**src/rtl/osiris_wb_responder.sv**
```systemverilog
// osiris_wb_responder: Wishbone classic slave terminating the management bus
// for the osiris_i core. It holds a CTRL register and moves 32-bit words
// through two FIFOs: host-to-core (TX) and core-to-host (RX).
//
// Ports
//   wb_clk_i, wb_rst_ni      clock, asynchronous active-low reset
//   wbs_cyc_i/stb_i/we_i     Wishbone cycle, strobe, write enable
//   wbs_sel_i[3:0]           byte lane selects (used by CTRL writes)
//   wbs_adr_i/dat_i[31:0]    byte address, write data
//   wbs_ack_o, wbs_dat_o     one-cycle acknowledge, read data (0 outside ack)
//   tx_valid_o/data_o/ready_i  TX FIFO head towards the core
//   rx_valid_i/data_i/ready_o  RX FIFO input from the core
//   ctrl_o[31:0]             CTRL register contents
//   irq_o                    registered level interrupt
//
// Register map (adr[3:2]): 0 CTRL, 1 STATUS, 2 TXDATA, 3 RXDATA.
module osiris_wb_responder #(
   parameter logic [31:0] BASE_ADDR  = 32'h3000_0000,
   parameter logic [31:0] ADDR_MASK  = 32'hFFFF_FFF0,
   parameter int unsigned FIFO_DEPTH = 8
) (
   input  logic        wb_clk_i,
   input  logic        wb_rst_ni,
   input  logic        wbs_cyc_i,
   input  logic        wbs_stb_i,
   input  logic        wbs_we_i,
   input  logic [3:0]  wbs_sel_i,
   input  logic [31:0] wbs_adr_i,
   input  logic [31:0] wbs_dat_i,
   output logic        wbs_ack_o,
   output logic [31:0] wbs_dat_o,
   output logic        tx_valid_o,
   output logic [31:0] tx_data_o,
   input  logic        tx_ready_i,
   input  logic        rx_valid_i,
   input  logic [31:0] rx_data_i,
   output logic        rx_ready_o,
   output logic [31:0] ctrl_o,
   output logic        irq_o
);

   localparam int unsigned AW = $clog2(FIFO_DEPTH);
   localparam int unsigned CW = AW + 1;
   localparam logic [CW-1:0] FULL_CNT = CW'(FIFO_DEPTH);

   localparam logic [1:0] OFF_CTRL   = 2'd0;
   localparam logic [1:0] OFF_STATUS = 2'd1;
   localparam logic [1:0] OFF_TXDATA = 2'd2;
   localparam logic [1:0] OFF_RXDATA = 2'd3;

   typedef enum logic {
      S_IDLE = 1'b0,
      S_ACK  = 1'b1
   } state_t;

   state_t r_state;
   state_t w_state_nxt;

   logic [31:0]   r_rdata;
   logic [31:0]   r_ctrl;
   logic          r_tx_ovf;
   logic          r_rx_udf;
   logic          r_irq;

   logic [31:0]   r_tx_mem [FIFO_DEPTH];
   logic [AW-1:0] r_tx_wp;
   logic [AW-1:0] r_tx_rp;
   logic [CW-1:0] r_tx_cnt;

   logic [31:0]   r_rx_mem [FIFO_DEPTH];
   logic [AW-1:0] r_rx_wp;
   logic [AW-1:0] r_rx_rp;
   logic [CW-1:0] r_rx_cnt;

   logic          w_hit;
   logic [1:0]    w_off;
   logic          w_access;
   logic [31:0]   w_rdata_nxt;
   logic [31:0]   w_ctrl_nxt;
   logic          w_flush;
   logic          w_tx_push;
   logic          w_tx_ovf_set;
   logic          w_rx_pop;
   logic          w_rx_udf_set;
   logic [1:0]    w_sts_clr;
   logic          w_tx_pop;
   logic          w_rx_push;
   logic          w_tx_full;
   logic          w_tx_empty;
   logic          w_rx_full;
   logic          w_rx_empty;
   logic [31:0]   w_status;

   // Address decode and FIFO occupancy flags (pre-cycle state)
   assign w_hit      = wbs_cyc_i & wbs_stb_i & ((wbs_adr_i & ADDR_MASK) == BASE_ADDR);
   assign w_off      = wbs_adr_i[3:2];
   assign w_tx_full  = (r_tx_cnt == FULL_CNT);
   assign w_tx_empty = (r_tx_cnt == '0);
   assign w_rx_full  = (r_rx_cnt == FULL_CNT);
   assign w_rx_empty = (r_rx_cnt == '0);

   assign w_status = {8'h00, 8'(r_rx_cnt), 8'(r_tx_cnt), 2'b00,
                      w_rx_empty, w_rx_full, w_tx_empty, w_tx_full,
                      r_rx_udf, r_tx_ovf};

   // Core-side handshakes; flush overrides both in the FIFO update
   assign w_tx_pop  = tx_valid_o & tx_ready_i;
   assign w_rx_push = rx_valid_i & rx_ready_o;

   // FSM state register
   always_ff @(posedge wb_clk_i or negedge wb_rst_ni) begin
      if (!wb_rst_ni) r_state <= S_IDLE;
      else            r_state <= w_state_nxt;
   end

   // Next state and access decode; the access happens in IDLE, ack follows
   always_comb begin
      w_state_nxt  = r_state;
      w_access     = 1'b0;
      w_rdata_nxt  = '0;
      w_ctrl_nxt   = r_ctrl;
      w_flush      = 1'b0;
      w_tx_push    = 1'b0;
      w_tx_ovf_set = 1'b0;
      w_rx_pop     = 1'b0;
      w_rx_udf_set = 1'b0;
      w_sts_clr    = 2'b00;

      case (r_state)
         S_IDLE: begin
            if (w_hit) begin
               w_access    = 1'b1;
               w_state_nxt = S_ACK;
            end
         end
         S_ACK:   w_state_nxt = S_IDLE;
         default: w_state_nxt = S_IDLE;
      endcase

      if (w_access) begin
         case (w_off)
            OFF_CTRL: begin
               if (wbs_we_i) begin
                  for (int b = 0; b < 4; b++) begin
                     if (wbs_sel_i[b]) w_ctrl_nxt[8*b +: 8] = wbs_dat_i[8*b +: 8];
                  end
                  // flush is a strobe, never stored
                  w_flush       = wbs_sel_i[0] & wbs_dat_i[2];
                  w_ctrl_nxt[2] = 1'b0;
               end else begin
                  w_rdata_nxt = r_ctrl;
               end
            end
            OFF_STATUS: begin
               if (wbs_we_i) w_sts_clr   = wbs_dat_i[1:0];
               else          w_rdata_nxt = w_status;
            end
            OFF_TXDATA: begin
               if (wbs_we_i) begin
                  w_tx_push    = ~w_tx_full;
                  w_tx_ovf_set = w_tx_full;
               end
            end
            OFF_RXDATA: begin
               if (!wbs_we_i) begin
                  if (w_rx_empty) begin
                     w_rx_udf_set = 1'b1;
                  end else begin
                     w_rx_pop    = 1'b1;
                     w_rdata_nxt = r_rx_mem[r_rx_rp];
                  end
               end
            end
            default: ;
         endcase
      end
   end

   // Read data, CTRL, sticky flags and interrupt
   always_ff @(posedge wb_clk_i or negedge wb_rst_ni) begin
      if (!wb_rst_ni) begin
         r_rdata  <= '0;
         r_ctrl   <= '0;
         r_tx_ovf <= 1'b0;
         r_rx_udf <= 1'b0;
         r_irq    <= 1'b0;
      end else begin
         r_rdata  <= w_rdata_nxt;
         r_ctrl   <= w_ctrl_nxt;
         r_tx_ovf <= (r_tx_ovf & ~w_sts_clr[0]) | w_tx_ovf_set;
         r_rx_udf <= (r_rx_udf & ~w_sts_clr[1]) | w_rx_udf_set;
         r_irq    <= (r_ctrl[0] & ~w_rx_empty) | (r_ctrl[1] & (r_tx_ovf | r_rx_udf));
      end
   end

   // TX FIFO storage
   always_ff @(posedge wb_clk_i) begin
      if (w_tx_push) r_tx_mem[r_tx_wp] <= wbs_dat_i;
   end

   // TX FIFO pointers and count
   always_ff @(posedge wb_clk_i or negedge wb_rst_ni) begin
      if (!wb_rst_ni) begin
         r_tx_wp  <= '0;
         r_tx_rp  <= '0;
         r_tx_cnt <= '0;
      end else if (w_flush) begin
         r_tx_wp  <= '0;
         r_tx_rp  <= '0;
         r_tx_cnt <= '0;
      end else begin
         if (w_tx_push) r_tx_wp <= r_tx_wp + AW'(1);
         if (w_tx_pop)  r_tx_rp <= r_tx_rp + AW'(1);
         r_tx_cnt <= r_tx_cnt + CW'(w_tx_push) - CW'(w_tx_pop);
      end
   end

   // RX FIFO storage
   always_ff @(posedge wb_clk_i) begin
      if (w_rx_push) r_rx_mem[r_rx_wp] <= rx_data_i;
   end

   // RX FIFO pointers and count
   always_ff @(posedge wb_clk_i or negedge wb_rst_ni) begin
      if (!wb_rst_ni) begin
         r_rx_wp  <= '0;
         r_rx_rp  <= '0;
         r_rx_cnt <= '0;
      end else if (w_flush) begin
         r_rx_wp  <= '0;
         r_rx_rp  <= '0;
         r_rx_cnt <= '0;
      end else begin
         if (w_rx_push) r_rx_wp <= r_rx_wp + AW'(1);
         if (w_rx_pop)  r_rx_rp <= r_rx_rp + AW'(1);
         r_rx_cnt <= r_rx_cnt + CW'(w_rx_push) - CW'(w_rx_pop);
      end
   end

   assign wbs_ack_o  = (r_state == S_ACK);
   assign wbs_dat_o  = r_rdata;
   assign ctrl_o     = r_ctrl;
   assign irq_o      = r_irq;
   assign tx_valid_o = ~w_tx_empty;
   assign tx_data_o  = r_tx_mem[r_tx_rp];
   assign rx_ready_o = ~w_rx_full;

endmodule

```
**config.mk**
```make
export PLATFORM = sky130hd
export DESIGN_NAME = osiris_wb_responder
export DESIGN_NICKNAME = d
export VERILOG_FILES = /design/src/rtl/osiris_wb_responder.sv
export SDC_FILE = /design/constraint.sdc
export NUM_CORES = 1
export LEC_CHECK = 0
export CAP_MARGIN = 40
export CORE_ASPECT_RATIO = 1.1
export CORE_MARGIN = 2
export CORE_UTILIZATION = 40
export CTS_CLUSTER_SIZE = 40
export DETAILED_ROUTE_END_ITERATION = 12
export PLACE_DENSITY = 0.55
export REMOVE_ABC_BUFFERS = 1
export SLEW_MARGIN = 15
export SYNTH_ARGS = -nofsm -noshare
export SYNTH_HDL_FRONTEND = slang
export SYNTH_SLANG_ARGS = --single-unit
```
**constraint.sdc**
```tcl
create_clock -name wb_clk_i -period 8.8 [get_ports wb_clk_i]
set_input_delay 1.76 -clock wb_clk_i [delete_from_list [all_inputs] [get_ports wb_clk_i]]
set_output_delay 1.76 -clock wb_clk_i [all_outputs]
set_load 0.05 [all_outputs]
```
Yosys cells after proc, flatten, opt, wreduce, memory -nomap -nowiden

Memory sizes are Yosys's and may differ from the RTL's.
Index checks and enable logic that the tools add are counted.

Register bits: 87
RAM bits: 512
Input port bits: 107
Output and inout bits: 100
Word-level logic and storage cells: 105
Memories kept: 2

Memories:

| memory   | depth | bits a word | read ports | clocked after memory_dff | wr ports | RTL line | RTL |
|---|---|---|---|---|---|---|---|
| r_rx_mem | 8     | 32          | 1          | 0                        | 1        | 70       | `logic [31:0] r_rx_mem [FIFO_DEPTH];` |
| r_tx_mem | 8     | 32          | 1          | 0                        | 1        | 65       | `logic [31:0] r_tx_mem [FIFO_DEPTH];` |

$add $sub $neg: 8
Equal/unequal tests: 6
Multiplexer cells: 43
Bitwise operators: 20
Reductions and logical operators: 11

Operators with widths:

| cell                 | count |
|---|---|
| $mux 32              | 4 |
| $pmux 32 s3          | 1 |
| $eq 28x26->1 const B | 1 |
| $mux 3               | 8 |
| $mux 1               | 23 |
| $mux 20              | 1 |
| $reduce_and 4->1     | 4 |
| $add 3x1->3 const B  | 4 |
| $and 1x1->1          | 9 |
| $add 4x1->4          | 2 |
| $eq 4x4->1 const B   | 2 |
| $logic_not 4->1      | 2 |
| $mux 4               | 2 |
| $reduce_bool 2->1    | 4 |
| $sub 4x1->4          | 2 |
| $not 1->1            | 7 |
| $mux 2               | 3 |
| $eq 2x2->1 const B   | 2 |
| $or 1x1->1           | 4 |
| $eq 2x1->1 const B   | 1 |
| $logic_not 2->1      | 1 |
| $pmux 1 s2           | 1 |

Logic depth before layout (Yosys ltp)

Gate-level depths: netlist of run 1.

Depth in word-level cells: 8
Gate-level depth with buffers: 13
Depth with buffers taken out: 13

Worst setup path after synthesis of run 1

OpenSTA, ideal clock, no wires.

Path kind: input to register
Start: input wbs_adr_i[20]
End: memory r_tx_mem[2][0] (enable)
Setup time: 502 ps
Arrival time: 6092 ps
Required time: 8298 ps
Setup slack: 2206 ps
Stages: 5
Path buffers: 1
Path through: nor4_1 nand4_2 buf_2 nor3_2 nor4bb_1

Cells in the longest elaborated chain, start to end: 7

RTL lines:

| item                         | RTL line | RTL |
|---|---|---|
| start: declaration           | 28       | `input logic [31:0] wbs_adr_i,` |
| $eq 28x26->1                 | 95       | `assign w_hit = wbs_cyc_i & wbs_stb_i & ((wbs_adr_i & ADDR_MASK) == BASE_ADDR);` |
| $and 1x1->1                  | 95       |  |
| $mux 1                       | 131      | `if (w_hit) begin` |
| $mux 1                       | 129      | `case (r_state)` |
| $mux 1                       | 140      | `if (w_access) begin` |
| $mux 1                       | 198      | `if (w_tx_push) r_tx_mem[r_tx_wp] <= wbs_dat_i;` |
| $mux 1 (implied by the code) | 198      |  |
| end: declaration             | 65       |  |

Every way passes these cells.

Final worst setup path of run 1

Start: register r_tx_rp[0]
End: output tx_data_o[7]

Cells in the longest elaborated chain, start to end: 1

RTL lines:

| item                     | RTL line | RTL |
|---|---|---|
| start: declaration       | 67       | `logic [AW-1:0] r_tx_rp;` |
| start signal: assignment | 213      | `if (w_tx_pop) r_tx_rp <= r_tx_rp + AW'(1);` |
| $mem_v2 8x32             | -        |  |
| end: declaration         | 33       | `output logic [31:0] tx_data_o,` |

Every way passes these cells.

==> reports/qor.yml, run 1 <==
clock_network:
  htreeDepth: 2
  root_buffer: "clkbuf_16"
  cts_tree: "done"
  cts_setup_buffers: 0
  numCtsBuffers: 58
  clkTransAtPathRegs_ps: 60
  cts_max_path_buffers: 3
  cts_sinks: 599
  ctsResizeCount: 0
  clock_latency_ps: 610
  cts_hold_buf: 0
synth:
  ys_ff_latch: 599
  synth_area_sq_um: 23300
  dominantRegCellSynth: "edfxtp_1"
  synthCells: 1104
  synth_warnings: 0
  synthArstFlopShare_pct: 14.5
  synth_edf_count: 512
  yosysSeqAreaShare_pct: 75.3
  avgSynthCellArea_sq_um: 21.1
  synth_cell_types: 52
pwr:
  ir_worst_vdd_v: 0.000150
  power_leakage_nw: 9.44
  p_per_area_nw_per_um2: 273
route:
  via_per_inst: 5.36
  num_vias: 11500
  wirelength_mm: 54.2
  dr_wl_met3_mm: 2.67
  drtIter0Drc: 735
  firstDrtPassIters: 5
  ant_nets: 0
  wl_met1_mm: 22.8
  drc: 0
  wl_met2_mm: 27.2
  top_layer: "met5"
  wl_per_cell_microns: 25.2
status:
  status: "completed"
floorplan:
  die_y_microns: 257
  coreArea_sq_um: 57400
  start_util_pct: 40.6
  dieArea_sq_um: 60300
  num_rows: 92
  die_w_microns: 234
  ios: 207
placed_design:
  gp_congestion: 0.745
  portBuffers: 203
  hpwl_mm: 33.1
  pre_cts_slack_ps: 3800
finish:
  fillerInstances: 4613
  multi_input_area_sq_um: 5540
  area_growth_syn_to_layout_pct: 22.1
  final_nets: 1472
  drive_gt1_share_pct: 26.9
  regArea_sq_um: 17600
timing:
  hold_violations: 0
  post-route-min-period_ps: 5430
  setup_viol: 0
  final.period_utilization_pct: 61.7
  fin_tns_setup_ps: 0
  slew_headroom_pct: 44.6
  rsz0062_at_grt: "false"
  worst_slack_ps: 3370
  fmax_ghz: 0.184
  tightestPinTransition_ps: 825
  slew_viol_final: 0
  finClkSkew_ps: 10.7
run:
  maxCapViolCount: 0
worst_setup_path:
  setup.worst_path.class: "flip-flop to primary output"
  r2r_cells: 6
  endpoint: "tx_data_o[7]"
  r2r_slack_ps: 5680
  critPathLaunchType: "flip-flop"
  cp.arrival_ps: 3670
  cp_max_fo: 29
  r2r-start: "wbs_ack_o$_DFF_PN0_"
  timing.rr.end: "r_tx_mem[3][21]$_DFFE_PP_"
  crit_start: "r_tx_rp[0]$_DFFE_PN0P_"
  end_kind: "primary output"
  cp.required_ps: 7040
global_routing:
  first_global_vias: 12200
  grt.total_usage_pct: 18.2
  grt-ovfl-total: 0
  antenna_found_initial: 3
  grt_pass1_wl_mm: 79.7
  grt_max_degree: 58
min_path:
  min_path_type: "flip-flop to flip-flop"
## worst min path at each step
stage | to | start | cells after the start | slack, ps
2_1_floorplan | r_rx_udf$_DFF_PN0_ | r_rx_udf$_DFF_PN0_ | 2 | 480
3_3_place_gp | r_rx_udf$_DFF_PN0_ | r_rx_udf$_DFF_PN0_ | 2 | 510
3_5_place_dp | r_rx_udf$_DFF_PN0_ | r_rx_udf$_DFF_PN0_ | 2 | 510
4_1_cts | r_rx_udf$_DFF_PN0_ | r_rx_udf$_DFF_PN0_ | 2 | 540
5_1_grt | ctrl_o[20]$_DFFE_PN0P_ | ctrl_o[20]$_DFFE_PN0P_ | 1 | 570
6_report | r_rx_udf$_DFF_PN0_ | r_rx_udf$_DFF_PN0_ | 2 | 530
## layout by cell type, fill, tap and decap left out, types with 9 or more instances in the layout
| master | count |
|---|---|
| buf_4 | 30 |
| nand2_1 | 13 |
| inv_1 | 16 |
| clkbuf_16 | 61 |
| nor2_1 | 36 |
| clkinv_2 | 12 |
| clkdlybuf4s50_1 | 202 |
| clkinv_1 | 11 |
| a21oi_1 | 13 |
| clkbuf_1 | 13 |
| ha_1 | 16 |
| edfxtp_1 | 512 |
| a22oi_1 | 22 |
| a222oi_1 | 11 |
| mux4_2 | 128 |
| nor4_1 | 9 |
| dfrtp_1 | 83 |
| mux2_2 | 95 |
## cell usage after synthesis (4+ instances only)
cell type / number / area share, %
mux4_2: 128 / 12
buf_2: 16 / 0.34
clkbuf_1: 35 / 0.56
xnor2_1: 4 / 0.15
a2bb2oi_1: 4 / 0.15
a21oi_1: 13 / 0.28
nor4_1: 9 / 0.24
buf_1: 6 / 0.097
a21boi_0: 4 / 0.13
a22oi_1: 22 / 0.71
dfrtp_1: 87 / 9.3
nand2_1: 13 / 0.21
nor2_1: 43 / 0.69
a222oi_1: 11 / 0.47
nor4_4: 4 / 0.36
inv_1: 16 / 0.26
nor3_1: 5 / 0.11
ha_1: 16 / 0.86
nand3_1: 6 / 0.13
edfxtp_1: 512 / 66
mux2_2: 95 / 4.6
## state kept, by name, summed over array words and instances (netlist names), 3 cells and up
name and cells:
r_tx_cnt 4, r_tx_wp 3, r_tx_rp 3, wbs_dat_o 32, r_rx_mem 256, r_rx_rp 3
r_tx_mem 256, r_rx_wp 3, r_rx_cnt 4, ctrl_o 31
## layout make-up
cell class,instances,share of cell area (%)
timing repair buffer,241,8.52
multi-input combinational,430,19.5
inverter,17,0.224
antenna,1,0.00878
tap,752,3.30
clock inverter,33,1.26
sequential,599,61.6
clock buffer,75,5.58
## report_power, final
group / total [mW] / internal (mW) / switching [mW]
logic: 1.83 / 0.777 / 1.05
clock network: 2.54 / 1.50 / 1.04
registers: 3.42 / 3.31 / 0.110
total: 7.79 / 5.59 / 2.20
## stage by stage
step           hold slack (ps)  cells  area (sq um)  util, %  total power, mW
3_5_place_dp               513   2037         26500     46.1             5.34
6_report                   535   2148         28500     49.6             7.79
2_1_floorplan              475   1046         23100        -             4.71
4_1_cts                    535   2145         28400     49.5             7.89
5_1_grt                    574   2148         28500     49.6             8.11
3_3_place_gp               511   2030         26400     45.9             5.30
## worst max-delay path: stages (launching register included)
cell and delay (ps):
dfrtp_4 740, buf_4 440, buf_16 290, mux4_2 540, mux2_2 320, clkdlybuf4s50_1 710
## logic make-up (layout without fill, tap and decap cells)
kind of cell    Yosys count  count (layout)  share of synthesized area, %
flops                   599             599                          75.3
mux                     225             225                          17.0
simple gates            110             110                          2.84
buf+inv                  75             366                          1.31
compound gates           69              69                          2.26
fa+ha+maj                18              18                          1.03
xor+xnor                  7               7                         0.263
other cells               1               2                        0.0161
## per-layer routing
metal	track usage (%)	vias up
met1	24.5	6135
met3	3.51	81
met2	29.9	259
met4	5.77	4
met5	0	-
li1	-	5042
Power figures use the tool's default switching activity.
==> run 2: changes to the inputs <==
==> constraint.sdc (replaced) <==
create_clock -name wb_clk_i -period 5.4 [get_ports wb_clk_i]
set_input_delay 1.08 -clock wb_clk_i [delete_from_list [all_inputs] [get_ports wb_clk_i]]
set_output_delay 1.08 -clock wb_clk_i [all_outputs]
set_load 0.05 [all_outputs]
==> reports/qor.yml, run 2 (synthesized netlist as in run 1, its figures left out) <==
route:
  num_vias: 11600
  firstDrtPassIters: 5
  wl_per_cell_microns: 25.0
  via_per_inst: 5.38
  wirelength_mm: 53.6
  drtIter0Drc: 816
  ant_nets: 0
  drc: 0
global_routing:
  antenna_found_initial: 4
  grt-ovfl-total: 0
  grt_pass1_wl_mm: 79.3
  grt_max_degree: 45
  first_global_vias: 12100
  grt.total_usage_pct: 18.0
finish:
  final_common_cell: "edfxtp_1"
  drive_gt1_share_pct: 27.0
  fillerInstances: 4649
  area_growth_syn_to_layout_pct: 21.6
  mostFrequentLayoutCells: "512 x edfxtp_1, 202 x clkdlybuf4s50_1, 128 x mux4_2"
  final_cell_count_no_fill: 2150
  final_nets: 1477
  antennaDiodeCount: 0
placed_design:
  gp_congestion: 0.760
  portBuffers: 203
  place_inst: 2044
  pre_cts_slack_ps: 1120
  hpwl_mm: 33.0
clock_network:
  cts_sinks: 599
  ctsResizeCount: 0
  numCtsBuffers: 58
  cts_max_path_buffers: 3
  clkTransAtPathRegs_ps: 60
  cts_setup_buffers: 0
  htreeDepth: 2
  clock_latency_ps: 610
  root_buffer: "clkbuf_16"
  cts_tree: "done"
  cts_hold_buf: 0
run:
  maxCapViolCount: 0
pwr:
  power_leakage_nw: 9.39
  p_per_area_nw_per_um2: 436
  ir_worst_vdd_v: 0.000232
floorplan:
  coreArea_sq_um: 57400
  die_w_microns: 234
  num_rows: 92
  start_util_pct: 40.6
  ios: 207
  dieArea_sq_um: 60300
  die_y_microns: 257
timing:
  finClkSkew_ps: 14.2
  worst_slack_ps: 937
  slew_viol_final: 0
  slew_headroom_pct: 43.4
  post-route-min-period_ps: 4460
  final.period_utilization_pct: 82.6
  fmax_ghz: 0.224
  hold_violations: 0
  rsz0062_at_grt: "false"
  setup_viol: 0
  tightestPinTransition_ps: 842
worst_setup_path:
  cpPeakStageDelay_ps: 770
  crit_chain: "buf_4 > mux4_2 > mux2_2 > clkdlybuf4s50_1"
  setup.worst_path.class: "flip-flop to primary output"
  critPathLaunchType: "flip-flop"
  worst_path_max_delay_cell: "dfrtp_4"
  cp.required_ps: 4320
  end_kind: "primary output"
  cp.arrival_ps: 3380
  cp_max_fo: 25
  r2r_cells: 12
min_path:
  min_path_type: "primary input to async pin"
status:
  status: "completed"
[run 2: changes by cell type in the layout (fill, tap and decap cells not counted), moves of 3 or more]
cell	delta
buf_4	+5
bufinv_16	-7
clkbuf_1	+5
clkbuf_16	-3
clkbuf_8	+7
clkinv_1	-5
[run 2: area by class of cell]
type | instances | area, sq um | area share [%]
clock inverter | 22 | 156 | 0.552
timing repair buffer | 246 | 2460 | 8.68
inverter | 17 | 63.8 | 0.225
multi-input combinational | 430 | 5540 | 19.6
sequential | 599 | 17600 | 61.9
clock buffer | 84 | 1630 | 5.74
tap | 752 | 941 | 3.32
[run 2: final timing paths]
| check | startpoint | to | slack, ps |
|---|---|---|---|
| worst max-delay path | r_tx_rp[0]$_DFFE_PN0P_ | tx_data_o[20] | 940 |
| max in group asynchronous | wb_rst_ni | wbs_dat_o[24]$_DFF_PN0_ | 3820 |
| worst max register to register | r_tx_cnt[2]$_DFF_PN0_ | r_tx_cnt[2]$_DFF_PN0_ | 2400 |
| min in group wb_clk_i | r_rx_udf$_DFF_PN0_ | r_rx_udf$_DFF_PN0_ | 540 |
| worst min-delay path | wb_rst_ni | wbs_dat_o[3]$_DFF_PN0_ | 480 |
| worst min register to register | r_rx_udf$_DFF_PN0_ | r_rx_udf$_DFF_PN0_ | 540 |
[run 2: metrics by stage]
step	utilization, %	TNS [ps]	area (sq um)	power [mW]	hold slack [ps]
after floorplan	-	-20080	23100	7.68	475
after CTS	49.4	0	28400	12.6	466
final	49.4	0	28400	12.4	483
after global placement	46.0	0	26400	8.67	520
after detailed placement	46.3	0	26600	8.71	522
after global routing	49.4	0	28400	12.9	506
[run 2: worst max-delay path: cells and delay by family (launching register included)]
family,cells,cell delay (ps)
buf+inv,2,1130
mux,2,850
flops,1,770
[run 2: power breakdown]
group / internal, mW / leakage [nW] / switching (mW) / total, mW
combinational: 1.27 / 2.72 / 1.67 / 2.94
clock: 2.14 / 0.875 / 1.68 / 3.82
sequential: 5.39 / 5.80 / 0.233 / 5.62
total: 8.79 / 9.39 / 3.58 / 12.4
[run 2: per-layer routing]
metal	track usage, %	vias up	wire length, microns
met2	30.2	240	27300
met3	3.25	84	2550
met4	4.45	8	1100
li1	-	5059	-
met1	24.3	6170	22700
met5	0	-	56
==> run 3: changes to the inputs <==
==> constraint.sdc (replaced) <==
create_clock -name wb_clk_i -period 4.2 [get_ports wb_clk_i]
set_input_delay 0.84 -clock wb_clk_i [delete_from_list [all_inputs] [get_ports wb_clk_i]]
set_output_delay 0.84 -clock wb_clk_i [all_outputs]
set_load 0.05 [all_outputs]
==> reports/qor.yml, run 3 (synthesized netlist as in run 1, its figures left out) <==
status:
  status: "completed"
floorplan:
  ios: 207
  num_rows: 92
  dieArea_sq_um: 60300
  die_w_microns: 234
  die_y_microns: 257
  start_util_pct: 40.6
  coreArea_sq_um: 57400
route:
  via_per_inst: 5.35
  drtIter0Drc: 857
  wl_per_cell_microns: 24.7
  num_vias: 11500
  firstDrtPassIters: 6
  ant_nets: 0
  drc: 0
  wirelength_mm: 53.4
global_routing:
  first_global_vias: 12000
  grt_pass1_wl_mm: 78.7
  antenna_found_initial: 5
  grt_max_degree: 45
  grt-ovfl-total: 0
  grt.total_usage_pct: 17.9
finish:
  drive_gt1_share_pct: 27.8
  final_common_cell: "edfxtp_1"
  antennaDiodeCount: 0
  postLayoutCellArea_sq_um: 28700
  area_growth_syn_to_layout_pct: 23.0
  finish.utilization_pct: 50.0
  final_nets: 1482
  mostFrequentLayoutCells: "512 x edfxtp_1, 202 x clkdlybuf4s50_1, 128 x mux4_2"
  fillerInstances: 4609
  final_cell_count_no_fill: 2157
timing:
  slew_headroom_pct: 54.5
  rsz0062_at_grt: "false"
  slew_viol_final: 0
  hold_violations: 0
  finClkSkew_ps: 16.2
  setup_viol: 0
  hold_ws_ps: 99.4
  final.period_utilization_pct: 91.2
  tightestPinTransition_ps: 680
  post-route-min-period_ps: 3830
  fmax_ghz: 0.261
pwr:
  p_per_area_nw_per_um2: 569
  ir_worst_vdd_v: 0.000298
  power_leakage_nw: 9.54
  finalPower_mw: 16.3
clock_network:
  cts_hold_buf: 0
  cts_tree: "done"
  htreeDepth: 2
  clkTransAtPathRegs_ps: 60
  ctsResizeCount: 0
  cts_setup_buffers: 0
  cts_max_path_buffers: 3
  numCtsBuffers: 58
  cts_sinks: 599
  clock_latency_ps: 620
  root_buffer: "clkbuf_16"
worst_setup_path:
  cp.required_ps: 3360
  worst_path_max_delay_cell: "clkdlybuf4s50_1"
  critPathLaunchType: "flip-flop"
  crit_chain: "buf_12 > mux4_2 > mux2_2 > clkdlybuf4s50_1"
  cp.arrival_ps: 2990
  cpPeakStageDelay_ps: 710
  end_kind: "primary output"
  path_buf_inv: 2
  crit_family: "buffers and inverters"
  setup.worst_path.class: "flip-flop to primary output"
  cp_max_fo: 40
placed_design:
  gp_congestion: 0.751
  hpwl_mm: 33.3
  portBuffers: 203
  place_inst: 2049
  placedInstanceArea_sq_um: 26800
run:
  maxCapViolCount: 0
min_path:
  min_path_type: "primary input to async pin"
run 3: changes by cell type in the layout (fill, tap and decap cells not counted), moves of 2 or more:
cell and delta:
buf_12 +15, buf_6 -3, bufinv_16 +6, buf_4 -7, clkinv_1 +4, buf_8 +2, buf_16 -2, clkbuf_1 -10
clkinv_2 +5
run 3: final timing paths:
| path | start | end | slack (ps) | cells past startpoint |
|---|---|---|---|---|
| worst max-delay path | r_tx_rp[0]$_DFFE_PN0P_ | tx_data_o[23] | 370 | 4 |
| worst min-delay path | wb_rst_ni | r_tx_cnt[2]$_DFF_PN0_ | 100 | 1 |
| worst max register to register | r_rx_cnt[2]$_DFF_PN0_ | r_rx_cnt[1]$_DFF_PN0_ | 1310 | 10 |
| worst min register to register | r_rx_udf$_DFF_PN0_ | r_rx_udf$_DFF_PN0_ | 540 | 2 |
| max in group asynchronous | wb_rst_ni | wbs_dat_o[28]$_DFF_PN0_ | 3120 | 3 |
| min in group wb_clk_i | r_rx_udf$_DFF_PN0_ | r_rx_udf$_DFF_PN0_ | 540 | 2 |
run 3: final cells by class:
cell class                 instances  area (sq um)  area share (%)
multi-input combinational        430          5540            19.3
sequential                       599         17600            61.2
clock buffer                      73          1580            5.50
tap                              752           941            3.28
clock inverter                    35           360            1.26
inverter                          17          63.8           0.222
timing repair buffer             251          2650            9.23
run 3: per-stage QoR:
stage | setup TNS (ps) | setup slack [ps]
floorplan | -59990 | -1590
global placement | 0 | 554
detailed placement | 0 | 564
CTS | 0 | 299
global route | 0 | 259
finish | 0 | 368
run 3: metal layers:
layer	share of wire (%)	wire length [microns]	vias up	global-route usage [%]
met3	4.7	2520	81	3.49
li1	-	-	5064	-
met4	1.9	1040	10	4.17
met5	0.11	61	-	0
met2	50	26800	242	29.7
met1	43	22900	6135	24.4
run 3: power breakdown:
| part | total [mW] | internal (mW) | switching (mW) |
|---|---|---|---|
| registers | 7.12 | 6.93 | 0.197 |
| logic | 3.91 | 1.67 | 2.24 |
| clock network | 5.29 | 3.08 | 2.21 |
| total | 16.3 | 11.7 | 4.64 |
run 3: worst register-to-register path: cells and delay by family (launching register included):
kind            cells  cell delay (ps)
buf+inv             2              140
fa+ha+maj           4             1170
simple gates        3              930
flops               1              380
compound gates      1              170
